===== config.mk =====
export PLATFORM = sky130hd
export DESIGN_NAME = pwm_duty_decode
export DESIGN_NICKNAME = d
export VERILOG_FILES = /design/src/rtl/pwm_duty_decode.sv
export SDC_FILE = /design/constraint.sdc
export NUM_CORES = 1
export LEC_CHECK = 0
export CAP_MARGIN = 25
export CELL_PAD_IN_SITES_DETAIL_PLACEMENT = 0
export CELL_PAD_IN_SITES_GLOBAL_PLACEMENT = 1
export CORE_MARGIN = 1.5
export CORE_UTILIZATION = 39
export DETAILED_ROUTE_END_ITERATION = 12
export PLACE_DENSITY = 0.79
export SYNTH_ARGS = -nofsm -noshare
export SYNTH_HDL_FRONTEND = slang
export SYNTH_SLANG_ARGS = --single-unit

===== constraint.sdc =====
create_clock -name clk -period 5.06 [get_ports clk]
set_input_delay 0.759 -clock clk [delete_from_list [all_inputs] [get_ports clk]]
set_output_delay 0.759 -clock clk [all_outputs]
set_load 0.02 [all_outputs]

===== src/rtl/pwm_duty_decode.sv =====
// Recovers the signed drive value from a motor's fwd/rev PWM pair over 2^PWM_W-cycle windows.
// Optional two-window averaging of the duty output: define PWM_DECODE_AVG_EN.
module pwm_duty_decode #(
  parameter int PWM_W = 10
) (
  input  logic               clk,
  input  logic               rst_n,
  input  logic               fwd,
  input  logic               rev,
  output logic signed [PWM_W:0] duty,
  output logic               valid,
  output logic               brake,
  output logic               coast,
  output logic               fault
);

  localparam logic [PWM_W:0] FULL = {1'b1, {PWM_W{1'b0}}};
  localparam logic [PWM_W:0] MAXV = {1'b0, {PWM_W{1'b1}}};

  logic                   fwd_q, rev_q;
  logic [PWM_W-1:0]       win_q, win_d;
  logic [PWM_W:0]         fcnt_q, fcnt_d, rcnt_q, rcnt_d;
  logic signed [PWM_W:0]  duty_q, duty_d;
  logic                   valid_q, valid_d;
  logic                   brake_q, brake_d;
  logic                   coast_q, coast_d;
  logic                   fault_q, fault_d;

  logic                   win_end;
  logic [PWM_W:0]         f_tot, r_tot, f_clip, r_clip;
  logic signed [PWM_W:0]  raw;
  logic signed [PWM_W:0]  good_val;
  logic                   good, sel_brake, sel_coast, sel_fault;

  assign win_end = &win_q;
  // Window totals include the sample being counted on the closing edge.
  assign f_tot   = fcnt_q + {{PWM_W{1'b0}}, fwd_q};
  assign r_tot   = rcnt_q + {{PWM_W{1'b0}}, rev_q};
  assign f_clip  = (f_tot == FULL) ? MAXV : f_tot;
  assign r_clip  = (r_tot == FULL) ? MAXV : r_tot;

  always_comb begin
    raw       = '0;
    good      = 1'b0;
    sel_brake = 1'b0;
    sel_coast = 1'b0;
    sel_fault = 1'b0;
    if (f_tot == FULL && r_tot == FULL) begin
      sel_brake = 1'b1;
    end else if (f_tot == '0 && r_tot == '0) begin
      sel_coast = 1'b1;
    end else if (r_tot == '0) begin
      good = 1'b1;
      raw  = signed'(f_clip);
    end else if (f_tot == '0) begin
      good = 1'b1;
      raw  = -signed'(r_clip);
    end else begin
      sel_fault = 1'b1;
    end
  end

`ifdef PWM_DECODE_AVG_EN
  logic signed [PWM_W:0]   hist_q, hist_d;
  logic                    hist_vld_q, hist_vld_d;
  logic signed [PWM_W+1:0] pair_sum;

  // Sum one bit wider so the arithmetic shift floors toward -inf without overflow.
  assign pair_sum = {raw[PWM_W], raw} + {hist_q[PWM_W], hist_q};
  assign good_val = hist_vld_q ? signed'((PWM_W+1)'(pair_sum >>> 1)) : raw;

  always_comb begin
    hist_d     = hist_q;
    hist_vld_d = hist_vld_q;
    if (win_end) begin
      if (good) begin
        hist_d     = raw;
        hist_vld_d = 1'b1;
      end else begin
        hist_vld_d = 1'b0;
      end
    end
  end

  always_ff @(posedge clk) begin
    if (!rst_n) begin
      hist_q     <= '0;
      hist_vld_q <= 1'b0;
    end else begin
      hist_q     <= hist_d;
      hist_vld_q <= hist_vld_d;
    end
  end
`else
  assign good_val = raw;
`endif

  always_comb begin
    win_d   = win_q + PWM_W'(1);
    fcnt_d  = win_end ? '0 : f_tot;
    rcnt_d  = win_end ? '0 : r_tot;
    valid_d = win_end;
    duty_d  = duty_q;
    brake_d = brake_q;
    coast_d = coast_q;
    fault_d = fault_q;
    if (win_end) begin
      brake_d = sel_brake;
      coast_d = sel_coast;
      fault_d = sel_fault;
      // A fault window keeps the last trustworthy duty.
      if (good) begin
        duty_d = good_val;
      end else if (!sel_fault) begin
        duty_d = '0;
      end
    end
  end

  always_ff @(posedge clk) begin
    if (!rst_n) begin
      fwd_q   <= 1'b0;
      rev_q   <= 1'b0;
      win_q   <= '0;
      fcnt_q  <= '0;
      rcnt_q  <= '0;
      duty_q  <= '0;
      valid_q <= 1'b0;
      brake_q <= 1'b0;
      coast_q <= 1'b0;
      fault_q <= 1'b0;
    end else begin
      fwd_q   <= fwd;
      rev_q   <= rev;
      win_q   <= win_d;
      fcnt_q  <= fcnt_d;
      rcnt_q  <= rcnt_d;
      duty_q  <= duty_d;
      valid_q <= valid_d;
      brake_q <= brake_d;
      coast_q <= coast_d;
      fault_q <= fault_d;
    end
  end

  assign duty  = duty_q;
  assign valid = valid_q;
  assign brake = brake_q;
  assign coast = coast_q;
  assign fault = fault_q;

endmodule


## Word-level counts from Yosys, hierarchy flattened

Index checks and enable logic that the tools add are counted.

| word-level totals | value |
|---|---|
| register bits after elaboration | 49 |
| logic and storage cells | 44 |

| cells by class | value |
|---|---|
| multiplexer cells | 19 |
| bitwise logic cells | 1 |
| add/sub/neg operators | 4 |
| reductions and logical operators | 7 |
| eq/ne operators | 3 |

Operator list:

| cell | number |
|---|---|
| $mux W11 | 8 |
| $add A11 B1 Y11 | 2 |
| $eq A11 B11 Y1 const B | 2 |
| $logic_not A11 Y1 | 2 |
| $mux W1 | 11 |
| $neg A11 Y11 | 1 |
| $reduce_and A11 Y1 | 1 |
| $add A10 B1 Y10 const B | 1 |
| $reduce_and A10 Y1 | 1 |
| $logic_and A1 B1 Y1 | 2 |
| $ne A2 B2 Y1 const B | 1 |
| $reduce_or A2 Y1 | 1 |
| $not A1 Y1 | 1 |

## Depth between registers and ports, before layout

| logic depth | value |
|---|---|
| depth after elaboration | 9 |
| gate-level depth with buffers | 17 |

## Worst setup path before layout

No wires, ideal clock.

| path | value |
|---|---|
| path type | register to register |
| start point | register rev_q |
| end point | register duty_q[10] (netlist: duty[10]) |
| setup slack | 1318 ps |
| library setup time | 117 ps |
| buffers on the path | 2 |
| cell stages (with the launch flop) | 18 |
| arrival | 3625 ps |
| period minus slack after synthesis | 3742 ps |
| path through | dfxtp_1 > ha_1 > ha_1 > buf_2 > nand4_1 > nor3_1 > xor2_1 > and3_1 > buf_6 > nor2_1 > ha_1 > or4b_2 > o31ai_1 > a21boi_0 > o21ai_0 > xnor2_1 > o21ai_0 > a22o_1 |

| between the ends | value |
|---|---|
| word-level cells in the longest chain between the ends | 9 |
| elaborated cells between the ends (all ways) | 20 |
| those cells by class | add/sub (2); eq/ne (2); mux (12); reduce/logical (4) |

Ends and longest elaborated chain:

| item | RTL line | RTL |
|---|---|---|
| start, declared | 20 | `logic fwd_q, rev_q;` |
| start signal, assigned | 134 | `rev_q <= rev;` |
| $add A11 B1 Y11 (*) | 38 | `assign r_tot = rcnt_q + {{PWM_W{1'b0}}, rev_q};` |
| $eq A11 B11 Y1 | 40, 48 |  |
| $mux W11 | 40 | `assign r_clip = (r_tot == FULL) ? MAXV : r_tot;` |
| $neg A11 Y11 | 57 | `raw = -signed'(r_clip);` |
| $mux W11 | 55 | `end else if (f_tot == '0) begin` |
| $mux W11 | 52 | `end else if (r_tot == '0) begin` |
| $mux W11 | 50 | `end else if (f_tot == '0 && r_tot == '0) begin` |
| $mux W11 | 48 | `if (f_tot == FULL && r_tot == FULL) begin` |
| $mux W11 | 112 | `if (good) begin` |
| end signal, assigned | 138 | `duty_q <= duty_d;` |
| end, declared | 23 | `logic signed [PWM_W:0] duty_q, duty_d;` |

Mark *: on every way between the ends. The rest lies on a longest branch, timed or not.
A chain may end at the register's enable or synchronous reset.

## Worst setup path after layout

Ends and elaborated chain as after synthesis.

==> out/qor.yml <==
outcome:
  status: "complete, no violations"
place:
  place_ws_ps: 773
  place.gp.congestion: 0.881
  dpl.hpwl_mm: 4.59
  dpl_cell_area_mm2: 0.00300
  portBuffers: 18
final_layout:
  num-fill-cells: 718
  n_antenna_cell: 0
  seqCellArea_um2: 981
  multi_input_area_mm2: 0.00168
  design_area_mm2: 0.00311
  nNetsFinal: 345
  drive_gt1_share_pct: 6.59
  syn2layout_area_growth_pct: 12.2
die:
  fp.dieH_um: 87.4
  start_util_pct: 40.6
  core_area_mm2: 0.00683
  pin_count: 19
  die_w_um: 87.4
  placementRows: 30
  die_area_mm2: 0.00763
clock_network:
  clockRootBuffer: "clkbuf_8"
  cts.sinks: 49
  cts_resized: 0
  cts_hold_buffers: 0
  clk_latency_ps: 300
  htreeDepth: 2
  clk_pin_slew_ps: 90
  clock_path_buffers: 2
  numCtsBuffers: 5
  cts_tree: "built"
  cts_setup_buffers: 0
hold_path:
  hold_path_class: "flop to flop"
  min_path_cells: 1
pwr:
  pwr-share-clk_pct: 35.7
  switchingPower_w: 0.000198
  switching_share_pct: 25.3
  ir_drop_uv: 131
  power_leakage_nw: 1.15
  p_per_area_mw_per_mm2: 251
  sequentialPowerShare_pct: 50.3
  p_int_w: 0.000584
  power.total_w: 0.000782
  combPwrFrac_pct: 14.0
drt:
  vias: 2370
  routed_wl_mm: 6.23
  drtAntennaViolNets: 0
  remaining_drc_errors: 0
  routed_via_density: 5.51
  first_iter_violations: 105
  firstDrtPassIters: 4
  wire_per_inst_um: 14.5
setup_path:
  cpPeakStageDelay_ps: 600
  setup.worst_path.start_class: "flop"
  slowest_stage: "or4b_2"
  required_ps: 5250
  critPathArrivalTime_ps: 4480
  worst-path-max-fanout: 13
  end_kind: "flop"
  crit_type: "flop to flop"
  path_cells: "ha_1 -> ha_1 -> nand4_1 -> nor3_1 -> xor2_1 -> and3_1 -> nor2_1 -> ha_1 -> or4b_2 -> o31ai_1 -> a21boi_0 -> o21ai_0 -> xnor2_1 -> o21ai_0 -> a22o_1"
  crit_top_cell: "ha_1"
  r2r_cells: 15
sta:
  period_minus_slack_ps: 4280
  final.period_utilization_pct: 84.7
  holdWs_ps: 471
  maxSlewViolCount: 0
  finalSetupViolCount: 0
  fin_ws_ps: 777
  rsz0062_at_grt: "false"
  worstMarginPinSlew_ps: 696
  slew_headroom_pct: 53.4
  skew_ps: 9.67
  max_freq_ghz: 0.233
  setup_tns_ps: 0
  final_hold_viol_count: 0
global_routing:
  first_global_vias: 2317
  grt_pass1_wl_mm: 10.8
  grt_max_degree: 27
  grt-ovfl-total: 0
  antenna_found_initial: 0
  grt_util_all_layers_pct: 17.7
logic_synthesis:
  synth_seq_cells: 49
  netlist-cell-type-count: 58
  async_reset_ff_share_pct: 0
  avgSynthCellArea_um2: 8.59
  syn_inst: 323
  syn_area_mm2: 0.00278
  synth_ff_type: "dfxtp_1"
  ys_warn_count: 0
  yosysSeqAreaShare_pct: 35.3
  syn_nets: 335
  synth_edf_count: 0
job:
  drv_cap: 0
==> per-stage QoR <==
step                      utilization [%]  instances
final                                45.6        430
after global placement               43.9        422
after global routing                 45.6        430
after CTS                            45.6        430
after detailed placement             43.9        422
after floorplan                         -        323
==> power groups by stage <==
stage                     clock [W]  combinational [W]  sequential [W]
final                      0.000279           0.000109        0.000394
after global routing       0.000302           0.000123        0.000395
after CTS                  0.000293           0.000110        0.000394
after detailed placement          0           0.000109        0.000403
after global placement            0           0.000108        0.000403
after floorplan                   0          0.0000831        0.000402
==> metal layers <==
metal  vias up  GRT usage [%]  wire length, um
met5         -              0                0
met4         0           5.48               36
met3         4           3.41              274
met2        47           29.2             2920
met1      1132           23.4             3000
li1       1187              -                -
==> registers in the layout, summed over array words and instances (netlist names) <==
register	flops
duty	11
fcnt_q	11
rcnt_q	11
win_q	10
brake	1
coast	1
fault	1
fwd_q	1
rev_q	1
valid	1
==> worst paths after layout <==
path | to | slack, ps | from
max | duty[10] | 780 | rev_q
max reg2reg | duty[10] | 780 | rev_q
min reg2reg | duty[7] | 470 | duty[7]
min | duty[7] | 470 | duty[7]
==> area by class of cell <==
| cell class | count | share of cell area [%] |
|---|---|---|
| Multi-Input combinational cell | 251 | 53.9 |
| Sequential cell | 49 | 31.5 |
| Timing Repair Buffer | 21 | 6.51 |
| Tap cell | 96 | 3.86 |
| Clock buffer | 6 | 2.33 |
| Clock inverter | 2 | 1.25 |
| Inverter | 5 | 0.603 |
==> worst max-delay path, delay by kind of cell (launching register included) <==
family	cells	cell delay (ps)
fa+ha+maj	3	1020
xor+xnor	2	330
simple gates	5	1580
compound gates	5	930
flops	1	320
==> Yosys cell counts (all sizes together), types with 8 or more instances <==
library cell	instances	share of area, %
xnor2	21	6.6
xor2	11	3.5
nand3	22	4.1
nand4	8	1.8
dfxtp	49	35
clkbuf	12	1.6
and2	15	3.4
and3	12	2.9
ha	8	3.6
nor2	35	4.7
o21ai	12	2.2
or3	9	2.0
nand2	19	2.7
==> cells in the final DEF, fill, tap and decap left out, types with 2 or more instances in the layout <==
cell type | Yosys | final
and2_1 | 14 | 14
nor3_1 | 6 | 6
a22oi_1 | 3 | 3
and4_1 | 3 | 3
a31oi_1 | 2 | 2
nand2_1 | 18 | 18
nor2_1 | 35 | 35
buf_4 | 1 | 3
clkbuf_8 | 0 | 5
nand4_1 | 8 | 8
o21ai_0 | 11 | 11
a211oi_1 | 2 | 2
a22o_1 | 7 | 7
xor2_1 | 11 | 11
nand3_1 | 21 | 21
o2bb2ai_1 | 4 | 4
a32o_1 | 2 | 2
ha_1 | 8 | 8
inv_1 | 5 | 5
mux2i_1 | 5 | 5
o31ai_1 | 4 | 4
nor2b_1 | 2 | 2
or2_2 | 3 | 3
xnor2_1 | 21 | 21
a21boi_0 | 7 | 7
and3_1 | 11 | 11
dfxtp_1 | 49 | 49
clkdlybuf4s50_1 | 0 | 18
a21oi_1 | 7 | 7
or3_1 | 9 | 9
==> logic make-up after synthesis <==
kind of cell / synth area share (%)
AO/OA/AOI/OAI: 16.8
XOR/XNOR: 10.1
adder cells (fa/ha/maj): 3.61
buffers and inverters: 4.15
flip-flops: 35.3
multiplexers: 1.80
AND/OR/NAND/NOR: 28.2
No activity file was read; power rests on OpenSTA's default activity.
